==> config.mk <==
export PLATFORM = sky130hd
export DESIGN_NAME = ifetch_unit
export DESIGN_NICKNAME = d
export VERILOG_FILES = /design/src/rtl/ifetch_unit.sv
export SDC_FILE = /design/constraint.sdc
export NUM_CORES = 1
export LEC_CHECK = 0
export ABC_AREA = 1
export BUFFER_PORTS_ARGS = -buffer_cell sky130_fd_sc_hd__buf_2
export CELL_PAD_IN_SITES_DETAIL_PLACEMENT = 0
export CELL_PAD_IN_SITES_GLOBAL_PLACEMENT = 1
export CORE_MARGIN = 4
export CORE_UTILIZATION = 35
export DETAILED_ROUTE_END_ITERATION = 12
export GPL_ROUTABILITY_DRIVEN = 0
export MAX_ROUTING_LAYER = met4
export PLACE_DENSITY_LB_ADDON = 0.1
export SYNTH_ARGS = -nofsm -noshare
export SYNTH_HDL_FRONTEND = slang
export SYNTH_SLANG_ARGS = --single-unit
==> constraint.sdc <==
create_clock -name Clock -period 6.2 [get_ports Clock]
set_input_delay 0.62 -clock Clock [delete_from_list [all_inputs] [get_ports Clock]]
set_output_delay 0.62 -clock Clock [all_outputs]
set_load 0.1 [all_outputs]
==> src/rtl/ifetch_unit.sv <==
// Instruction fetch stage: drives the PC register, fetches over a req/ack memory port
// and buffers words in a prefetch FIFO. Optional stall counter: define IFETCH_PERF_CNT_EN.
module ifetch_unit #(
  parameter int NrOfBits  = 32,
  parameter int FifoDepth = 2
) (
  input  logic                Clock,
  input  logic                Reset,
  input  logic [NrOfBits-1:0] PCQ,
  output logic [NrOfBits-1:0] NextPC,
  output logic                PCLoad,
  input  logic                Redirect,
  input  logic [NrOfBits-1:0] RedirectPC,
  output logic                imem_req,
  output logic [NrOfBits-1:0] imem_addr,
  input  logic                imem_ack,
  input  logic [NrOfBits-1:0] imem_rdata,
  output logic [NrOfBits-1:0] Instr,
  output logic [NrOfBits-1:0] InstrPC,
  output logic                InstrValid,
  input  logic                InstrReady,
`ifdef IFETCH_PERF_CNT_EN
  output logic [31:0]         StallCount,
`endif
  output logic [1:0]          dbg_state
);

  // Handshakes: imem_req/imem_addr are held until the single-cycle imem_ack;
  // a FIFO entry leaves when InstrValid && InstrReady on a rising edge.

  typedef enum logic [1:0] {
    S_IDLE  = 2'd0,
    S_REQ   = 2'd1,
    S_DRAIN = 2'd2
  } state_t;

  localparam int PW = (FifoDepth > 2) ? 2 : 1;
  localparam int CW = PW + 1;
  localparam logic [CW-1:0] DEPTH = CW'(FifoDepth);

  state_t state, state_next;

  logic [NrOfBits-1:0] fifo_instr [FifoDepth];
  logic [NrOfBits-1:0] fifo_pc    [FifoDepth];
  logic [PW-1:0]       rd_ptr, wr_ptr;
  logic [CW-1:0]       count, occ_next;
  logic                push, pop, issue;

  assign dbg_state  = state;
  assign InstrValid = (count != '0);
  assign Instr      = fifo_instr[rd_ptr];
  assign InstrPC    = fifo_pc[rd_ptr];

  always_comb begin
    pop      = InstrValid & InstrReady & ~Redirect;
    push     = (state == S_REQ) & imem_ack & ~Redirect;
    occ_next = count + CW'(push) - CW'(pop);
    issue    = ~Redirect & (occ_next < DEPTH) &
               ((state == S_IDLE) | ((state == S_REQ) & imem_ack));
  end

  // Redirect always wins the PC register; otherwise it advances only on issue.
  always_comb begin
    NextPC = PCQ + NrOfBits'(4);
    PCLoad = 1'b0;
    if (Redirect) begin
      NextPC = RedirectPC & ~NrOfBits'(3);
      PCLoad = ~Reset;
    end else if (issue) begin
      PCLoad = ~Reset;
    end
  end

  always_comb begin
    state_next = state;
    case (state)
      S_IDLE: begin
        if (issue) state_next = S_REQ;
      end
      S_REQ: begin
        if (Redirect) state_next = imem_ack ? S_IDLE : S_DRAIN;
        else if (imem_ack) state_next = issue ? S_REQ : S_IDLE;
      end
      S_DRAIN: begin
        if (imem_ack) state_next = S_IDLE;
      end
      default: state_next = S_IDLE;
    endcase
  end

  always_ff @(posedge Clock) begin
    if (Reset) begin
      state     <= S_IDLE;
      imem_req  <= 1'b0;
      imem_addr <= '0;
      count     <= '0;
      rd_ptr    <= '0;
      wr_ptr    <= '0;
    end else begin
      state    <= state_next;
      imem_req <= (state_next != S_IDLE);
      if (issue) imem_addr <= PCQ;
      if (Redirect) begin
        count  <= '0;
        rd_ptr <= '0;
        wr_ptr <= '0;
      end else begin
        count <= occ_next;
        if (push) wr_ptr <= wr_ptr + PW'(1);
        if (pop)  rd_ptr <= rd_ptr + PW'(1);
      end
    end
  end

  // Storage needs no reset: entries are only visible once counted.
  always_ff @(posedge Clock) begin
    if (push && !Reset) begin
      fifo_instr[wr_ptr] <= imem_rdata;
      fifo_pc[wr_ptr]    <= imem_addr;
    end
  end

`ifdef IFETCH_PERF_CNT_EN
  always_ff @(posedge Clock) begin
    if (Reset) begin
      StallCount <= '0;
    end else if (InstrReady && !InstrValid && (StallCount != 32'hFFFF_FFFF)) begin
      StallCount <= StallCount + 32'd1;
    end
  end
`endif

endmodule
Word-level counts from Yosys, hierarchy flattened
Memory sizes are Yosys's and may differ from the RTL's. A register that Yosys moved wholly into a read port is not among the register bits.
Index checks and enable logic that the tools add are counted.
Storage, ports and cells
  flip-flop bits (word level): 39
  bits in latches: 0
  memory bits (writable): 128
  ROM bits: 0
  output and inout port bits: 133
  word-level logic and storage cells: 47
  memories: 2
Memories
  fifo_instr: words 2, bits a word 32, rd ports 1, clocked after memory_dff 1, wr ports 1, RTL line 43  | logic [NrOfBits-1:0] fifo_instr [FifoDepth];
  fifo_pc: words 2, bits a word 32, rd ports 1, clocked after memory_dff 1, wr ports 1, RTL line 44  | logic [NrOfBits-1:0] fifo_pc [FifoDepth];
Operators by class
  add/sub/neg operators: 5
  multiply operators: 0
  divide/modulo/power cells: 0
  magnitude comparators: 1
  equal/unequal tests: 2
  shift-type cells: 0
  muxes and demuxes: 16
  bitwise logic cells: 9
  reduce and logical (&&, ||, !) cells: 6
Operators with widths (number)
  adder 32 x 3 -> 32 bit (second input constant): 1
  two-way mux 32 bit: 1
  two-way mux 2 bit: 5
  two-way mux 1 bit: 9
  bitwise AND 1 bit: 6
  case mux 2 bit (3 select lines): 1
  nonzero test 2 bit: 2
  adder 1 bit (second input constant): 2
  adder 2 x 1 -> 2 bit: 1
  == test 2 x 1 -> 1 bit (second input constant): 1
  == test 2 bit (second input constant): 1
  zero test 2 bit: 1
  < comparator 2 bit (second input constant): 1
  inverter 1 bit: 2
  OR reduction 2 bit: 1
  subtractor 2 x 1 -> 2 bit: 1
  logical AND 1 bit: 1
  zero test 1 bit: 1
  bitwise OR 1 bit: 1

Logic depth before layout (Yosys ltp)
Gate-level depths: netlist of run 1.
  depth after elaboration: 13
  depth in mapped cells: 15

Worst setup path after synthesis of run 1
Ideal clock, no wire load.
  path type: reg2reg
  start: register state[0] (netlist: dbg_state[0])
  end: memory fifo_instr[0][0] (enable)
  setup time: 564 ps
  arrival time: 5861 ps
  data required time: 5636 ps
  path slack: -225 ps
  stages on the path, launching flop included: 5
  buffers on the path: 0
  period minus slack after synthesis: 6425 ps
  path through: dfxtp_1 > inv_1 > nor2_1 > nand3_1 > nor3_1
On the way
  cells in the longest elaborated chain, start to end: 6
Ends and longest elaborated chain
  start, declared: RTL line 41  | state_t state, state_next;
  start signal, assigned: RTL line 100  | state <= state_next;
  == test 2 x 1 -> 1 bit: RTL line 56  | push = (state == S_REQ) & imem_ack & ~Redirect;
  bitwise AND 1 bit (2 in a row): RTL line 56
  logical AND 1 bit: RTL line 117  | if (push && !Reset) begin
  two-way mux 1 bit: RTL line 117
  two-way mux 1 bit (not written as such): RTL line 118  | fifo_instr[wr_ptr] <= imem_rdata;
  end, declared: RTL line 43
Every way passes these cells.

Worst setup path after layout of run 1
  start: input Redirect
  end: output PCLoad
On the way
  cells in the longest elaborated chain, start to end: 9
  elaborated cells between the ends (all ways): 10
Ends and longest elaborated chain
  start, declared: RTL line 12  | input logic Redirect,
  inverter 1 bit: RTL line 55, 56, 58
  bitwise AND 1 bit: RTL line 56
  adder 2 x 1 -> 2 bit: RTL line 57  | occ_next = count + CW'(push) - CW'(pop);
  subtractor 2 x 1 -> 2 bit: RTL line 57
  < comparator 2 bit: RTL line 58  | issue = ~Redirect & (occ_next < DEPTH) &
  bitwise AND 1 bit (2 in a row): RTL line 58
  two-way mux 1 bit: RTL line 69  | end else if (issue) begin
  two-way mux 1 bit (*): RTL line 66  | if (Redirect) begin
  end, declared: RTL line 11  | output logic PCLoad,
Every way passes the cells marked *; elsewhere a longest branch is shown, timed or not.

==> impl_metrics.json, run 1 <==
{
  "period_share": 0.820,
  "avgSynthCellArea_sq_um": 10.8,
  "dieArea_sq_mm": 0.0239,
  "placedCellCount": 1173,
  "core_region_area_sq_mm": 0.0211,
  "synthesis.nets": 798,
  "slew_headroom": 0.394,
  "std_cell_rows": 53,
  "ant_nets": 0,
  "endpoint_kind": "output pin",
  "antenna_cells": 0,
  "avgViaCountPerCell": 4.73,
  "drive_above_1_share": 0.397,
  "drt_first_iter_violations": 327,
  "die_h_microns": 155,
  "hold_slack_ns": 0.392,
  "syn_area_sq_mm": 0.00752,
  "cts_root_buf": "clkbuf_16",
  "post-route-min-period_ns": 5.09,
  "fin_skew_ns": 0.0102,
  "grt_pass1_wl_microns": 31200,
  "layout_setup_ws_ns": 1.11,
  "grt_setup_unrepaired": "no",
  "dr.pass1.iters": 4,
  "initial_utilization": 0.357,
  "hold_viol_final": 0,
  "nets": 1021,
  "grt_use_total": 0.171,
  "slew_violations": 0,
  "ctsHoldBuffers": 0,
  "grt_pass1_vias": 5903,
  "status": "finished clean",
  "critPathRequiredTime_ns": 5.58,
  "peakVddDrop_v": 0.000138,
  "fmax_mhz": 197,
  "htreeDepth": 4,
  "worstPathMaxFanout": 42,
  "pre_cts_slack_ns": 1.09,
  "worst_pin_slew_ns": 0.909,
  "criticalPathCategory": "input pin to output pin",
  "cts_tree": "built",
  "antenna_found_initial": 0,
  "syn_to_final_growth_pct": 26.3,
  "clk_latency_ns": 0.42,
  "hpwl_microns": 14500,
  "cts.sinks": 168,
  "clk_pin_slew_worst_paths_ns": 0.06,
  "cts.path.max_buffers": 2,
  "drv_cap": 0,
  "cellLeakagePower_nw": 3.84,
  "post_cts_buffers": 0,
  "wl_per_cell_microns": 16.6,
  "yosysUniqueCellTypes": 29,
  "vias": 5699,
  "totalWireLength_microns": 20000,
  "io_buffers": 231,
  "ys_warn_count": 0,
  "hold_class": "input pin to flop",
  "grt.overflow.total": 0,
  "start_kind": "input pin",
  "die_width_microns": 155,
  "tns_ns": 0,
  "drc": 0,
  "power.density_mw_per_mm2": 287,
  "layoutNonFillerInstCount": 1205,
  "critPathArrivalTime_ns": 4.47,
  "syn_inst": 694,
  "yosysSeqAreaShare": 0.618,
  "grt_max_degree": 65,
  "setup_violations": 0,
  "cts_buffers": 17,
  "cts_resized": 0,
  "pin_count": 234,
  "power_mw": 2.72,
  "ys_ff_latch": 168,
  "nFillCells": 2047
}
## layer usage
metal,up-vias,wire length [microns],GRT usage
met3,28,1120,0.0311
met2,199,9140,0.267
met5,-,0,-
met1,2631,9340,0.225
li1,2841,-,-
met4,0,391,0.0585
## critical path, cell delays in order
cell and delay, ns:
buf_2 0.56, inv_2 0.17, nand3_1 0.27, ha_1 0.28
inv_1 0.06, ha_1 0.15, inv_1 0.04, nand2_1 0.06
nand3b_1 0.09, nand2_2 0.50, nand3_2 0.74, a21oi_1 0.42
buf_2 0.48
## state kept, by name (all words and copies together), names as in the netlist, named ones only
signal and cells:
fifo_instr 64, fifo_pc 64, imem_addr 32, count 2, dbg_state 2, imem_req 1
rd_ptr 1, wr_ptr 1
## area by class of cell
cell class | count | area [sq um] | share of cell area
Timing Repair Buffer | 235 | 1190 | 0.125
Clock inverter | 13 | 145 | 0.0153
Tap cell | 275 | 344 | 0.0362
Sequential cell | 168 | 4650 | 0.489
Clock buffer | 19 | 433 | 0.0456
Inverter | 36 | 135 | 0.0142
Multi-Input combinational cell | 459 | 2610 | 0.274
## metrics by stage
stage,instance area (sq um),utilization
global placement,8920,0.423
detailed placement,8920,0.423
finish,9500,0.450
CTS,9500,0.450
global route,9500,0.450
floorplan,7520,-
## cells by family (layout without fill, tap and decap cells)
family | after synthesis | count (layout) | share of synthesized area
flops | 168 | 168 | 0.618
compound gates | 57 | 57 | 0.0386
simple gates | 328 | 328 | 0.198
buf+inv | 67 | 303 | 0.0369
xor+xnor | 7 | 7 | 0.00815
mux | 64 | 64 | 0.0958
fa+ha+maj | 3 | 3 | 0.00499
## placed cells by master, fill, tap and decap left out
cell / count
nor2_1: 45
nand3_1: 19
a21oi_1: 41
nand2_2: 11
o21ai_1: 4
nor2_4: 8
nand2_4: 1
clkinv_2: 2
inv_2: 3
nor3_2: 2
a31oi_1: 1
bufinv_16: 2
nor2_2: 9
xnor2_1: 1
nand2_1: 193
nand4_1: 34
clkbuf_16: 17
clkbuf_1: 2
clkinv_4: 1
buf_2: 231
or2_2: 1
clkinvlp_4: 5
dfxtp_1: 39
ha_1: 3
buf_4: 4
a21oi_2: 1
o21ai_0: 10
nand3b_1: 1
xor2_1: 6
dfxtp_4: 1
inv_1: 31
edfxtp_1: 128
inv_6: 2
clkinv_1: 2
mux2_2: 64
or2_0: 1
inv_8: 1
nand3_2: 3
## synth_stat cells
| library cell | instances | share of area |
|---|---|---|
| or2_2 | 1 | 0.00083 |
| o21ai_1 | 4 | 0.0027 |
| xor2_1 | 6 | 0.0070 |
| clkinv_1 | 2 | 0.0010 |
| edfxtp_1 | 128 | 0.51 |
| nor2_1 | 45 | 0.022 |
| nand4_1 | 34 | 0.028 |
| mux2_2 | 64 | 0.096 |
| nand3b_1 | 1 | 0.0010 |
| o21ai_0 | 10 | 0.0067 |
| dfxtp_1 | 40 | 0.11 |
| inv_2 | 3 | 0.0015 |
| nand2_2 | 11 | 0.0092 |
| a31oi_1 | 1 | 0.00083 |
| ha_1 | 3 | 0.0050 |
| nor3_1 | 2 | 0.0013 |
| nor2_2 | 9 | 0.0075 |
| or2_0 | 1 | 0.00083 |
| a21oi_2 | 1 | 0.0012 |
| inv_1 | 31 | 0.015 |
| a21oi_1 | 41 | 0.027 |
| nor2_4 | 8 | 0.012 |
| nand2_4 | 1 | 0.0015 |
| xnor2_1 | 1 | 0.0012 |
| clkbuf_1 | 10 | 0.0050 |
| nand3_2 | 3 | 0.0040 |
| buf_2 | 21 | 0.014 |
| nand3_1 | 19 | 0.013 |
| nand2_1 | 193 | 0.096 |
## path summary, 6_finish.rpt
kind	startpoint	end	slack, ns	depth (start not counted)
setup / recovery	Redirect	PCLoad	1.11	13
hold / removal	imem_rdata[13]	fifo_instr[1][13]	0.39	1
setup reg to reg	dbg_state[0]	imem_addr[4]	2.84	14
hold reg to reg	rd_ptr	flop	0.47	2
## power breakdown
part	internal (mW)	total, mW	switching, mW
clock network	0.597	1.02	0.425
registers	1.23	1.25	0.0169
logic	0.0796	0.456	0.377
total	1.91	2.72	0.819
(Power assumes the default switching activity.)
==> run 2, diff against run 1 <==
Settings changed: ABC_AREA 1 to 0, CORE_UTILIZATION 35 to 40.
Clock period 6.2 ns to 5.2 ns, I/O delays scaled along.
==> run 2 against run 1 <==
Worst setup slack improved by 0.56 ns. Largest cell class unchanged. Synthesized cell count shrank 28%. Critical path type unchanged. Critical endpoint unchanged. Final cell count fell by 19%. Largest power group unchanged.
==> impl_metrics.json, run 2 <==
{
  "status": "finished clean",
  "dr.pass1.iters": 4,
  "grt_pass1_wl_microns": 27200,
  "setup_violations": 0,
  "io_buffers": 231,
  "layout_setup_ws_ns": 1.68,
  "criticalPathCategory": "input pin to output pin",
  "pre_cts_slack_ns": 1.67,
  "ys_ff_latch": 168,
  "cts.sinks": 168,
  "r2r_slack_ns": 2.45,
  "fmax_mhz": 284,
  "final_common_cell": "buf_2",
  "grt_pass1_vias": 4952,
  "start_kind": "input pin",
  "htreeDepth": 4,
  "slew_violations": 0,
  "power_mw": 3.42,
  "ant_nets": 0,
  "yosys.area.top_type": "edfxtp_1",
  "avgSynthCellArea_sq_um": 14.0,
  "avgViaCountPerCell": 5.05,
  "drive_above_1_share": 0.464,
  "period_share": 0.678,
  "cts_tree": "built",
  "cts_resized": 0,
  "post_cts_buffers": 0,
  "crit_buf_inv": 3,
  "synth_area_leaders": "edfxtp_1, dfxtp_1, mux2_2",
  "hold_class": "input pin to flop",
  "die_h_microns": 141,
  "die_width_microns": 141,
  "grt_use_total": 0.184,
  "power.density_mw_per_mm2": 375,
  "p_sw_frac": 0.289,
  "grt_setup_unrepaired": "no",
  "grt.overflow.total": 0,
  "hold_depth": 1,
  "nFillCells": 1470,
  "endpoint_kind": "output pin",
  "pin_count": 234,
  "synth-edff-count": 128,
  "nets": 835,
  "power_frac_seq": 0.435,
  "drc": 0,
  "drt_first_iter_violations": 253,
  "slew_headroom": 0.402,
  "synth_common_cells": "edfxtp_1, mux2_2, nor2_1, dfxtp_1, mux2i_1",
  "yosysSeqAreaShare": 0.661,
  "post-route-min-period_ns": 3.52,
  "std_cell_rows": 48,
  "ys_warn_count": 0,
  "clk_latency_ns": 0.42,
  "synthesis.nets": 606,
  "synth_most_common_cell": "edfxtp_1",
  "pwr-share-comb": 0.155,
  "switchingPower_mw": 0.986,
  "fin_skew_ns": 0.00918,
  "synth_top_cell_area_share": 0.547,
  "ys_async_sr_fraction": 0,
  "crit_slowest_cell": "buf_2",
  "syn_area_sq_mm": 0.00703,
  "clk_pin_slew_worst_paths_ns": 0.07,
  "final_cell_mix": "buf_2, edfxtp_1, mux2_2",
  "critPathArrivalTime_ns": 3.00,
  "antenna_found_initial": 3,
  "vias": 4907,
  "worst_r2r_path_depth": 10,
  "cts_root_buf": "clkbuf_16",
  "cp_num_cells": 10,
  "tns_ns": 0,
  "ys.flop_type": "edfxtp_1",
  "dieArea_sq_mm": 0.0198,
  "reg_top3": "fifo_instr: 64 flops, fifo_pc: 64 flops, imem_addr: 32 flops",
  "peakVddDrop_v": 0.000225,
  "hold_viol_final": 0,
  "hpwl_microns": 12200,
  "cellLeakagePower_nw": 3.67,
  "cts.path.max_buffers": 2,
  "path_delay_family": "buffers and inverters",
  "initial_utilization": 0.408,
  "syn_inst": 502,
  "wl_per_cell_microns": 18.1,
  "drv_cap": 0,
  "totalWireLength_microns": 17600,
  "cts_buffers": 17,
  "syn_to_final_growth_pct": 29.8,
  "worst_pin_slew_ns": 0.897,
  "yosysUniqueCellTypes": 43,
  "crit_chain": "buf_2 > nor2_1 > nand3_1 > ha_1 > inv_1 > ha_1 > xnor3_1 > nand3_2 > a21oi_1 > buf_2",
  "grt_max_degree": 54,
  "core_region_area_sq_mm": 0.0172,
  "worstPathMaxFanout": 49,
  "ctsHoldBuffers": 0,
  "slowest_delay_ns": 0.45,
  "intPower_mw": 2.43,
  "clockPowerShare": 0.411,
  "critPathRequiredTime_ns": 4.68
}
-- run 2: changes by cell type in the layout (fill, tap and decap cells not counted), sizes merged, moves of 5 or more --
cell / before / now
nor3: 2 / 8
and4: 0 / 5
nor2: 62 / 46
nand4: 34 / 7
clkinvlp: 5 / 0
a21oi: 42 / 2
nand3: 22 / 15
mux2i: 0 / 32
or4: 0 / 14
nand2: 205 / 29
o31ai: 0 / 8
inv: 37 / 11
a31oi: 1 / 11
-- run 2: final timing paths --
check,from,endpoint
max,Redirect,PCLoad
min,imem_rdata[30],fifo_instr[1][30]
max reg2reg,dbg_state[1],imem_addr[8]
min reg2reg,imem_addr[24],fifo_pc[1][24]
-- run 2: stage by stage --
step                      cells  cell area [sq um]  hold WS [ns]   util
after floorplan             502               7040         0.520      -
after global routing        971               9120         0.261  0.529
after global placement      937               8450         0.455  0.490
final                       971               9120         0.282  0.529
after CTS                   968               9110         0.264  0.529
after detailed placement    937               8450         0.465  0.490
-- run 2: routing by layer --
layer / GRT usage / vias up / routed length, microns
met1: 0.236 / 2372 / 7700
met3: 0.0423 / 15 / 1000
met4: 0.0607 / 0 / 244
met5: - / - / 0
li1: - / 2370 / -
met2: 0.290 / 150 / 8680
-- run 2: cells by family after synthesis --
family | count (synthesis) | synth area share
AO/OA/AOI/OAI | 45 | 0.0406
XOR/XNOR | 14 | 0.0194
adder cells (fa/ha/maj) | 3 | 0.00534
buffers and inverters | 30 | 0.0169
flip-flops | 168 | 0.661
multiplexers | 97 | 0.150
AND/OR/NAND/NOR | 145 | 0.107
-- run 2: area by class of cell --
type	count	area [sq um]	area share
flip-flops and latches	168	4650	0.510
multi-input cells	304	2290	0.251
repair buffers	236	1220	0.134
clock buffers	17	425	0.0466
well taps	225	282	0.0309
clock inverters	14	233	0.0255
inverters	4	15.0	0.00165
diodes	3	7.51	0.000823
-- run 2: power by group through the flow --
stage	Sequential, mW	Combinational, mW	Clock (mW)
floorplan	1.64	0.284	0
global placement	1.51	0.526	0
detailed placement	1.52	0.530	0
CTS	1.49	0.531	1.43
global route	1.49	0.552	1.50
finish	1.49	0.528	1.40
